### config.mk
export PLATFORM = sky130hd
export DESIGN_NAME = cordic_post_stage
export DESIGN_NICKNAME = d
export VERILOG_FILES = /design/src/rtl/cordic_post_stage.sv
export SDC_FILE = /design/constraint.sdc
export NUM_CORES = 1
export LEC_CHECK = 0
export CAP_MARGIN = 20
export CELL_PAD_IN_SITES_DETAIL_PLACEMENT = 2
export CELL_PAD_IN_SITES_GLOBAL_PLACEMENT = 2
export CORE_UTILIZATION = 49
export CTS_BUF_LIST = sky130_fd_sc_hd__clkbuf_4
export DETAILED_ROUTE_END_ITERATION = 10
export HOLD_SLACK_MARGIN = 0.06
export PLACE_DENSITY_LB_ADDON = 0.1
export SKIP_CTS_REPAIR_TIMING = 1
export SYNTH_ARGS = -nofsm -noshare
export SYNTH_HDL_FRONTEND = slang
export SYNTH_SLANG_ARGS = --single-unit
### constraint.sdc
create_clock -name clk -period 68.4 [get_ports clk]
set_input_delay 10.26 -clock clk [delete_from_list [all_inputs] [get_ports clk]]
set_output_delay 10.26 -clock clk [all_outputs]
set_load 0.01 [all_outputs]
### src/rtl/cordic_post_stage.sv
// CORDIC output stage: removes the CORDIC gain from the three final x/y words, applies
// the quadrant offset to the angle, and buffers results in a FWFT FIFO.
// Build option: define CORDIC_GAIN_COMP_EN to enable the gain multipliers (otherwise bypass).

module cordic_post_lane #(
  parameter int N = 31
`ifdef CORDIC_GAIN_COMP_EN
  , parameter int K_Q15 = 19898
`endif
) (
  input  logic              clk,
  input  logic              rst,
  input  logic              s1_en,
  input  logic              s2_en,
  input  logic signed [N:0] din,
  output logic signed [N:0] dout
);
  logic signed [N+16:0] s1_nxt, prod, rnd;

`ifdef CORDIC_GAIN_COMP_EN
  localparam logic signed [N+16:0] K_EXT = (N+17)'(K_Q15);
  assign s1_nxt = (N+17)'(din) * K_EXT;
`else
  // Scale by 2^15 so the shared rounding step returns din unchanged.
  assign s1_nxt = {din[N], din, 15'b0};
`endif

  // Add half an LSB, then arithmetic shift: round half-up toward +inf.
  assign rnd = prod + (N+17)'(16384);

  always_ff @(posedge clk or posedge rst) begin
    if (rst) begin
      prod <= '0;
      dout <= '0;
    end else begin
      if (s1_en) prod <= s1_nxt;
      if (s2_en) dout <= (N+1)'(rnd >>> 15);
    end
  end
endmodule

module cordic_post_stage #(
  parameter int N     = 31,
  parameter int DEPTH = 4,
  parameter int K_Q15 = 19898
) (
  input  logic                       clk,
  input  logic                       rst,
  input  logic                       in_valid,
  input  logic signed [N:0]          ax,
  input  logic signed [N:0]          px,
  input  logic signed [N:0]          qy,
  input  logic [15:0]                outangle,
  input  logic [1:0]                 quad,
  output logic                       out_valid,
  input  logic                       out_ready,
  output logic signed [N:0]          mag_a,
  output logic signed [N:0]          rot_p,
  output logic signed [N:0]          rot_q,
  output logic [15:0]                angle_out,
  output logic [$clog2(DEPTH):0]     level,
  output logic                       overflow
);
  localparam int AW        = $clog2(DEPTH);
  localparam int NUM_LANES = 3;
  localparam int STAGES    = 2;

  if (DEPTH < 2 || (DEPTH & (DEPTH - 1)) != 0 || K_Q15 < 1 || K_Q15 > 32767) begin : g_param_chk
    $error("cordic_post_stage: DEPTH must be a power of two >= 2 and K_Q15 in 1..32767");
  end

  typedef struct packed {
    logic signed [N:0] mag_a;
    logic signed [N:0] rot_p;
    logic signed [N:0] rot_q;
    logic [15:0]       angle;
  } entry_t;

  logic [STAGES-1:0]              vld_pipe;
  logic [15:0]                    angle_s1, angle_s2;
  logic [NUM_LANES-1:0][N:0]      lane_in, lane_out;

  // Lane 0 = ax, lane 1 = px, lane 2 = qy.
  assign lane_in = {qy, px, ax};

  for (genvar g = 0; g < NUM_LANES; g++) begin : g_lane
    cordic_post_lane #(
      .N(N)
`ifdef CORDIC_GAIN_COMP_EN
      , .K_Q15(K_Q15)
`endif
    ) u_lane (
      .clk   (clk),
      .rst   (rst),
      .s1_en (in_valid),
      .s2_en (vld_pipe[0]),
      .din   (lane_in[g]),
      .dout  (lane_out[g])
    );
  end

  always_ff @(posedge clk or posedge rst) begin
    if (rst) begin
      vld_pipe <= '0;
      angle_s1 <= '0;
      angle_s2 <= '0;
    end else begin
      vld_pipe <= {vld_pipe[STAGES-2:0], in_valid};
      if (in_valid)    angle_s1 <= outangle + {quad, 14'b0};
      if (vld_pipe[0]) angle_s2 <= angle_s1;
    end
  end

  entry_t         mem [DEPTH];
  entry_t         wr_ent;
  logic [AW-1:0]  wr_ptr, rd_ptr;
  logic           push_req, push, pop, full;

  assign wr_ent   = '{mag_a: lane_out[0], rot_p: lane_out[1], rot_q: lane_out[2], angle: angle_s2};
  assign push_req = vld_pipe[STAGES-1];
  assign full     = (level == (AW+1)'(DEPTH));
  assign pop      = out_valid & out_ready;
  // A pop in the same cycle frees the slot, so a push into a full FIFO still lands.
  assign push     = push_req & (~full | pop);

  always_ff @(posedge clk or posedge rst) begin
    if (rst) begin
      for (int i = 0; i < DEPTH; i++) mem[i] <= '0;
      wr_ptr   <= '0;
      rd_ptr   <= '0;
      level    <= '0;
      overflow <= 1'b0;
    end else begin
      if (push) begin
        mem[wr_ptr] <= wr_ent;
        wr_ptr      <= wr_ptr + AW'(1);
      end
      if (pop) rd_ptr <= rd_ptr + AW'(1);
      unique case ({push, pop})
        2'b10:   level <= level + (AW+1)'(1);
        2'b01:   level <= level - (AW+1)'(1);
        default: level <= level;
      endcase
      if (push_req && full && !pop) overflow <= 1'b1;
    end
  end

  assign out_valid = (level != '0);
  assign mag_a     = mem[rd_ptr].mag_a;
  assign rot_p     = mem[rd_ptr].rot_p;
  assign rot_q     = mem[rd_ptr].rot_q;
  assign angle_out = mem[rd_ptr].angle;
endmodule

# Word-level counts from Yosys, hierarchy flattened
# Index checks and enable logic that the tools add are counted.
dict set report word_totals {
  reg_bits 682
  input_bits 118
  output_inout_bits 117
  wordCells 62
}
dict set report classes {
  add_sub_neg 8
  n_lt_le_gt_ge 3
  n_eq_ne 3
  n_mux 7
  n_bitwise 6
  n_reduce_logical 6
}
# operator n
set ops {}
lappend ops {{bitwise mux 448 bit} 1}
lappend ops {{2-to-1 mux 112 bit} 3}
lappend ops {{binary-select mux 112 bit (select 2 bit)} 1}
lappend ops {{demux 112 bit (select 2 bit)} 1}
lappend ops {{adder 47 x 16 -> 47 bit (second input constant)} 3}
lappend ops {{adder 16 bit} 1}
lappend ops {{greater-or-equal comparator 3 bit (second input constant)} 2}
lappend ops {{NOT 2 -> 3 bit} 2}
lappend ops {{one-hot mux 3 bit (2 select lines)} 1}
lappend ops {{adder 2 x 1 -> 2 bit (second input constant)} 2}
lappend ops {{adder 3 x 1 -> 3 bit (second input constant)} 1}
lappend ops {{== test 3 bit (second input constant)} 1}
lappend ops {{logical AND 1 bit} 3}
lappend ops {{< comparator 3 x 1 -> 1 bit (second input constant)} 1}
lappend ops {{nonzero test 3 bit} 1}
lappend ops {{subtractor 3 x 1 -> 3 bit (second input constant)} 1}
lappend ops {{bitwise AND 1 bit} 2}
lappend ops {{== test 2 x 1 -> 1 bit (second input constant)} 1}
lappend ops {{== test 2 bit (second input constant)} 1}
lappend ops {{nonzero test 2 bit} 1}
lappend ops {{zero test 1 bit} 1}
lappend ops {{NOT 1 bit} 1}
lappend ops {{OR 1 bit} 1}

# Logic depth before layout (Yosys ltp)
# Gate-level depths: netlist of run 1.
dict set report depth {
  word_depth 6
  mapped_depth 8
  depth_no_buf 8
}

# By module
# A second synthesis of run 1 with hierarchy kept.
dict set report hier_totals {
  cells_unflattened 1609
  area_unflattened_um2 29153.0
}
# mod instances cells_each area_each_um2 seq_area_each_um2
set modules_own_cells {}
lappend modules_own_cells {cordic_post_stage 1 1198 21071.5 12261.8}
lappend modules_own_cells {cordic_post_lane 3 137 2693.8 1601.5}

# Worst setup path before layout of run 1
# Ideal clock, no wire load.
dict set report synth_timing {
  kind {register -> output}
  startpoint {register rd_ptr[0]}
  endpoint {output rot_p[0]}
  t_arrival_ns 1.563
  required_ns 58.140
  slack_ns 56.577
  path_stages_with_launch 5
  n_path_buf 3
  path_cell_list {dfrtp_1 clkbuf_1 buf_2 buf_2 mux4_2}
}
dict set report synth_via {
  elab_chain_cells 4
}
# element line_no
set synth_rtl {}
lappend synth_rtl {{start, declared} 116} ;# logic [AW-1:0] wr_ptr, rd_ptr;
lappend synth_rtl {{start signal, assigned} 138} ;# if (pop) rd_ptr <= rd_ptr + AW'(1);
lappend synth_rtl {{NOT 2 -> 3 bit (implied by the code)} 150} ;# assign rot_p = mem[rd_ptr].rot_p;
lappend synth_rtl {{binary-select mux 112 bit (select 2 bit)} 150}
lappend synth_rtl {{2-to-1 mux 112 bit (2 in a row)} -}
lappend synth_rtl {{end, declared} 58} ;# output logic signed [N:0] rot_p,
# Every way passes these cells. The select of a mux whose other input is x is not followed.

# Worst setup path after layout of run 1
dict set report layout_timing {
  startpoint {register rd_ptr[1]}
  endpoint {output rot_p[19]}
}
# The elaborated chain is that of the path after synthesis.

==> qor.yml, run 1 <==
status: "finished clean"
setup_slack_ps: 53790
ys_types: 21
gp_congestion: 0.692
rows: 87
clock_skew_ps: 59.0
cts_root_buf: "clkbuf_4"
vias: 15634
worst-path-max-fanout: 48
dp_cells: 2515
die_x_um: 242
crit_arrival_ps: 4350
yosys_warnings: 0
worstPathRequired_ps: 58140
timing.fmax_ghz: 0.0684
cts.clk_slew.worst_paths_ps: 70
coreArea_sq_um: 56500
place_area_sq_um: 31000
startpoint_type: "register"
yosys_register_bits: 682
drv_cap: 0
nNetsFinal: 2063
reg2reg_setup_slack_ps: 64630
synthFlopType: "dfrtp_1"
grtUsageTotal_pct: 26.6
hold_viol: 0
design_area_sq_um: 33100
timing.hold.ws_ps: 491
initial_core_util_pct: 49.8
clk_path_buf_depth: 3
relSlewSlack_pct: 27.6
syn_to_final_growth_pct: 17.7
ys_seq_area_share_pct: 60.7
ant_nets: 0
wl_met2_mm: 39.8
syn_area_sq_um: 28100
vias_per_cell: 5.55
fin_util_pct: 58.6
synth_edf_count: 0
yosys-top-cells-area: "dfrtp_1, mux2_2, mux4_2, buf_6, buf_2"
end_kind: "primary output"
reg2reg_to: "mem[152]"
ir_worst_vdd_mv: 0.0263
synth_top_area_share_pct: 60.7
r2r-start: "wr_ptr[0]"
m1WireLength_mm: 28.2
grt_overflow_total: 0
die_y_um: 242
slew_violations: 0
drc_errors: 0
rsz0062_at_grt: "no"
path_class: "reg -> out"
drive_gt1_share_pct: 52.6
setup_viol: 0
top_layer_used: "met5"
io_buffers: 234
hpwlAfterDp_mm: 41.0
drt_pre_antenna_iters: 4
htree_levels: 4
netlist_instances: 1602
synth_most_common_cell: "dfrtp_1"
finalPower_mw: 1.64
leakage_nw: 13.8
fin_crit_ps: 14610
cts_tree: "yes"
antenna_found_initial: 6
fp.dieArea_sq_um: 58300
cts_buffers: 176
pre_cts_ws_ps: 54600
routedWlPerCell_um: 26.2
crit_end: "rot_p[19]"
first_global_vias: 19333
synth_largest_area_cell: "dfrtp_1"
wl_mm: 73.8
grt_max_degree: 178
grt_pass1_wl_mm: 117
hp-class: "reg -> reg"
syn_nets: 1727
ios: 235
clk_latency_ps: 1010
synthTopCellsByCount: "dfrtp_1, mux2_2, mux4_2"
drtIter0Drc: 529
instances_no_fill: 2818
rr_worst_depth: 7
avgSynthCellArea_sq_um: 17.5
wl_met3_mm: 3.40
period_share_pct: 21.4
worst_pin_slew_ps: 1090
setup_tns_ps: 0
clock_sinks: 682
power_density_nw_per_um2: 49.7
critPathLaunch: "rd_ptr[1]"
synthArstFlopShare_pct: 100
## report_power, final
group | internal (mW) | total, mW | switching [mW]
clock network | 0.171 | 0.339 | 0.168
registers | 0.560 | 0.671 | 0.111
logic | 0.380 | 0.635 | 0.255
total | 1.11 | 1.64 | 0.534
## cells by family after synthesis
logic type / Yosys count / synth area share (%)
mux: 786 / 36.0
simple gates: 13 / 0.263
compound gates: 2 / 0.0579
flops: 682 / 60.7
buf+inv: 104 / 2.42
fa+ha+maj: 7 / 0.338
xor+xnor: 8 / 0.249
## cell usage in the layout (no fill, tap or decap), types with 4 or more instances in the layout
cell type | Yosys | layout
inv_1 | 6 | 5
dfrtp_1 | 682 | 679
nor2_4 | 0 | 4
diode_2 | 0 | 6
clkinv_1 | 0 | 31
clkdlybuf4s50_1 | 0 | 233
clkbuf_4 | 0 | 258
inv_2 | 0 | 5
mux4_2 | 112 | 112
nand2_1 | 5 | 5
xnor2_1 | 5 | 5
ha_1 | 6 | 6
mux2_2 | 673 | 673
buf_4 | 4 | 20
## worst max-delay path, cell delays in order (launching register included)
cell and delay [ps]:
dfrtp_4 660, buf_4 770, buf_4 780, mux4_2 440, clkdlybuf4s50_1 560
## state kept, by name (all words and copies together), names as in the netlist
| signal | cells |
|---|---|
| angle_s1 | 16 |
| vld_pipe | 2 |
| mem | 448 |
| rd_ptr | 2 |
| overflow | 1 |
| angle_s2 | 16 |
| level | 3 |
| wr_ptr | 2 |
| g_lane.u_lane.prod | 96 |
| g_lane.u_lane.dout | 96 |
## routing by layer
metal	GRT usage [%]	up-vias
li1	-	6635
met1	30.1	8513
met2	47.1	351
met3	7.31	133
met4	11.4	2
met5	0	-
## worst min-delay path by stage
stage                                      endpoint                       from  cells past startpoint
after floorplan                         vld_pipe[1]                vld_pipe[0]                      0
after global placement                     overflow                   overflow                      1
after detailed placement                   overflow                   overflow                      1
after CTS                                  overflow                   overflow                      1
after global routing      g_lane[0].u_lane.dout[12]  g_lane[0].u_lane.prod[27]                      1
final                                      overflow                   overflow                      1
## area by class of cell
cell class	instances	area, sq um
fill	4812	23400
sequential	682	17100
multi-input combinational	816	10400
timing repair buffer	256	2550
clock buffer	258	1940
tap	756	946
clock inverter	38	145
inverter	6	30.0
antenna	6	15.0
(Power assumes the default switching activity.)
==> inputs of run 2 (changes only) <==
- CORE_UTILIZATION: 49 -> 41
- clock period: 68.4 -> 11.89 ns (I/O delays scaled with it)
==> run 2 against run 1 <==
Against the previous run:
- flip-flop and latch count did not move
- utilization fell by 8.8 points
- clock skew rose by 8.1 ps
- critical path type unchanged
- sequential share of layout area fell by 0.77 points
- register-to-register slack got worse by 56000 ps
- clock power rose to 6.3 times the previous value
- hold slack got worse by 37 ps
- first-iteration DRC count rose by 12%
- sequential power rose to 5.6 times the previous value
- combinational power rose to 5.6 times the previous value
- largest cell class unchanged
==> qor.yml, run 2 (synthesis results as in run 1) <==
switchingPower_mw: 2.93
rsz0062_at_grt: "no"
clk_latency_ps: 990
design_area_sq_um: 33600
antenna_found_initial: 14
hold_viol: 0
final_common_cell: "dfrtp_1"
nFillCells: 6121
worst-path-max-fanout: 48
intPower_mw: 6.53
grt_overflow_total: 0
worst_pin_slew_ps: 1130
r2r-start: "wr_ptr[1]"
initial_core_util_pct: 41.6
hp-class: "reg -> reg"
fin_crit_ps: 6010
grt_max_degree: 170
drc_errors: 0
timing.fmax_ghz: 0.166
status: "finished clean"
setup_viol: 0
rr_worst_depth: 6
multi_input_area_sq_um: 10400
clock_sinks: 682
reg_top3: "mem (448), g_lane.u_lane.dout (96), g_lane.u_lane.prod (96)"
ios: 235
gp_congestion: 0.691
fp.dieArea_sq_um: 69600
netSwitchingFraction_pct: 31.0
cts.clk_slew.worst_paths_ps: 70
startpoint_type: "register"
vias: 15557
p_seq_share_pct: 39.9
clock_skew_ps: 67.1
drt_pre_antenna_iters: 4
ant_nets: 0
hold_depth: 1
relSlewSlack_pct: 24.8
vias_per_cell: 5.21
grt_pass1_wl_mm: 109
combPwrFrac_pct: 37.6
drv_cap: 0
whs_endpoint: "g_lane[1].u_lane.dout[18]"
crit_arrival_ps: 4230
leakage_nw: 14.0
drtIter0Drc: 590
mostFrequentLayoutCells: "dfrtp_1, mux2_2, clkbuf_4, clkdlybuf4s50_1, mux4_2"
htree_levels: 4
io_buffers: 234
nNetsFinal: 2074
drive_gt1_share_pct: 53.3
period_share_pct: 50.5
grtUsageTotal_pct: 20.5
die_y_um: 264
reg2reg_setup_slack_ps: 8790
die_x_um: 264
cts_buffers: 187
coreArea_sq_um: 67500
hold_path_startpoint: "g_lane[1].u_lane.prod[33]"
largest_reg_flops: 448
wl_mm: 68.3
place_area_sq_um: 31100
rows: 95
finalPower_mw: 9.46
ir_worst_vdd_mv: 0.149
cts_root_buf: "clkbuf_4"
slew_violations: 0
syn_to_final_growth_pct: 19.5
setup_tns_ps: 0
clk_path_buf_depth: 3
reg2reg_to: "mem[270]"
power_density_nw_per_um2: 282
routedWlPerCell_um: 22.9
cts_tree: "yes"
end_kind: "primary output"
first_global_vias: 18461
hpwlAfterDp_mm: 39.8
regMostFlops: "mem"
p_clk_share_pct: 22.5
path_class: "reg -> out"
worstPathRequired_ps: 10110
seqCellArea_sq_um: 17100
## run 2: cell count changes in the layout (fill, tap and decap cells not counted)
cell,change
diode_2,+7
clkinv_4,+4
buf_12,+1
buf_16,-1
inv_2,-1
inv_6,+1
clkinv_1,+7
clkbuf_4,+25
clkinvlp_4,+4
bufinv_16,+2
inv_8,-1
clkinv_2,+2
## run 2: critical path, cell delays in order, from the launching register on
cell             delay (ps)
dfrtp_4                 710
buf_4                   690
buf_4                   790
mux4_2                  420
clkdlybuf4s50_1         560
## run 2: worst max-delay path by stage
stage,endpoint,from
6_report,rot_p[3],rd_ptr[1]
5_1_grt,angle_out[2],rd_ptr[0]
4_1_cts,rot_p[3],rd_ptr[1]
3_5_place_dp,rot_p[3],rd_ptr[1]
3_3_place_gp,rot_p[3],rd_ptr[1]
2_1_floorplan,angle_s1[0],rst
## run 2: area by class of cell
class | count | share of cell area (%)
diodes | 13 | 0.0968
inverters | 6 | 0.0782
flip-flops and latches | 682 | 50.8
multi-input cells | 816 | 30.9
clock inverters | 56 | 0.905
repair buffers | 256 | 7.57
well taps | 873 | 3.25
clock buffers | 283 | 6.32
## run 2: metal layers
layer	vias up	wire (um)	GRT usage, %
met1	8417	28100	24.4
met2	288	35600	35.0
met4	14	1690	8.45
li1	6711	-	-
met5	-	82	0
met3	127	2860	5.52
## run 2: power by group through the flow
stage	logic [mW]	clock network, mW	registers (mW)
detailed placement	3.64	0	3.82
floorplan	2.36	0	3.58
CTS	3.65	2.23	3.78
global route	3.80	2.35	3.90
global placement	3.54	0	3.76
finish	3.56	2.13	3.77
## run 2: stage by stage
step	cells	utilization, %	hold slack [ps]	setup slack (ps)
2_1_floorplan	1602	-	406	776
3_3_place_gp	2633	46.1	469	6850
3_5_place_dp	2633	46.1	452	6850
4_1_cts	2972	49.7	444	5720
5_1_grt	2983	49.8	469	5600
6_report	2985	49.8	455	5880
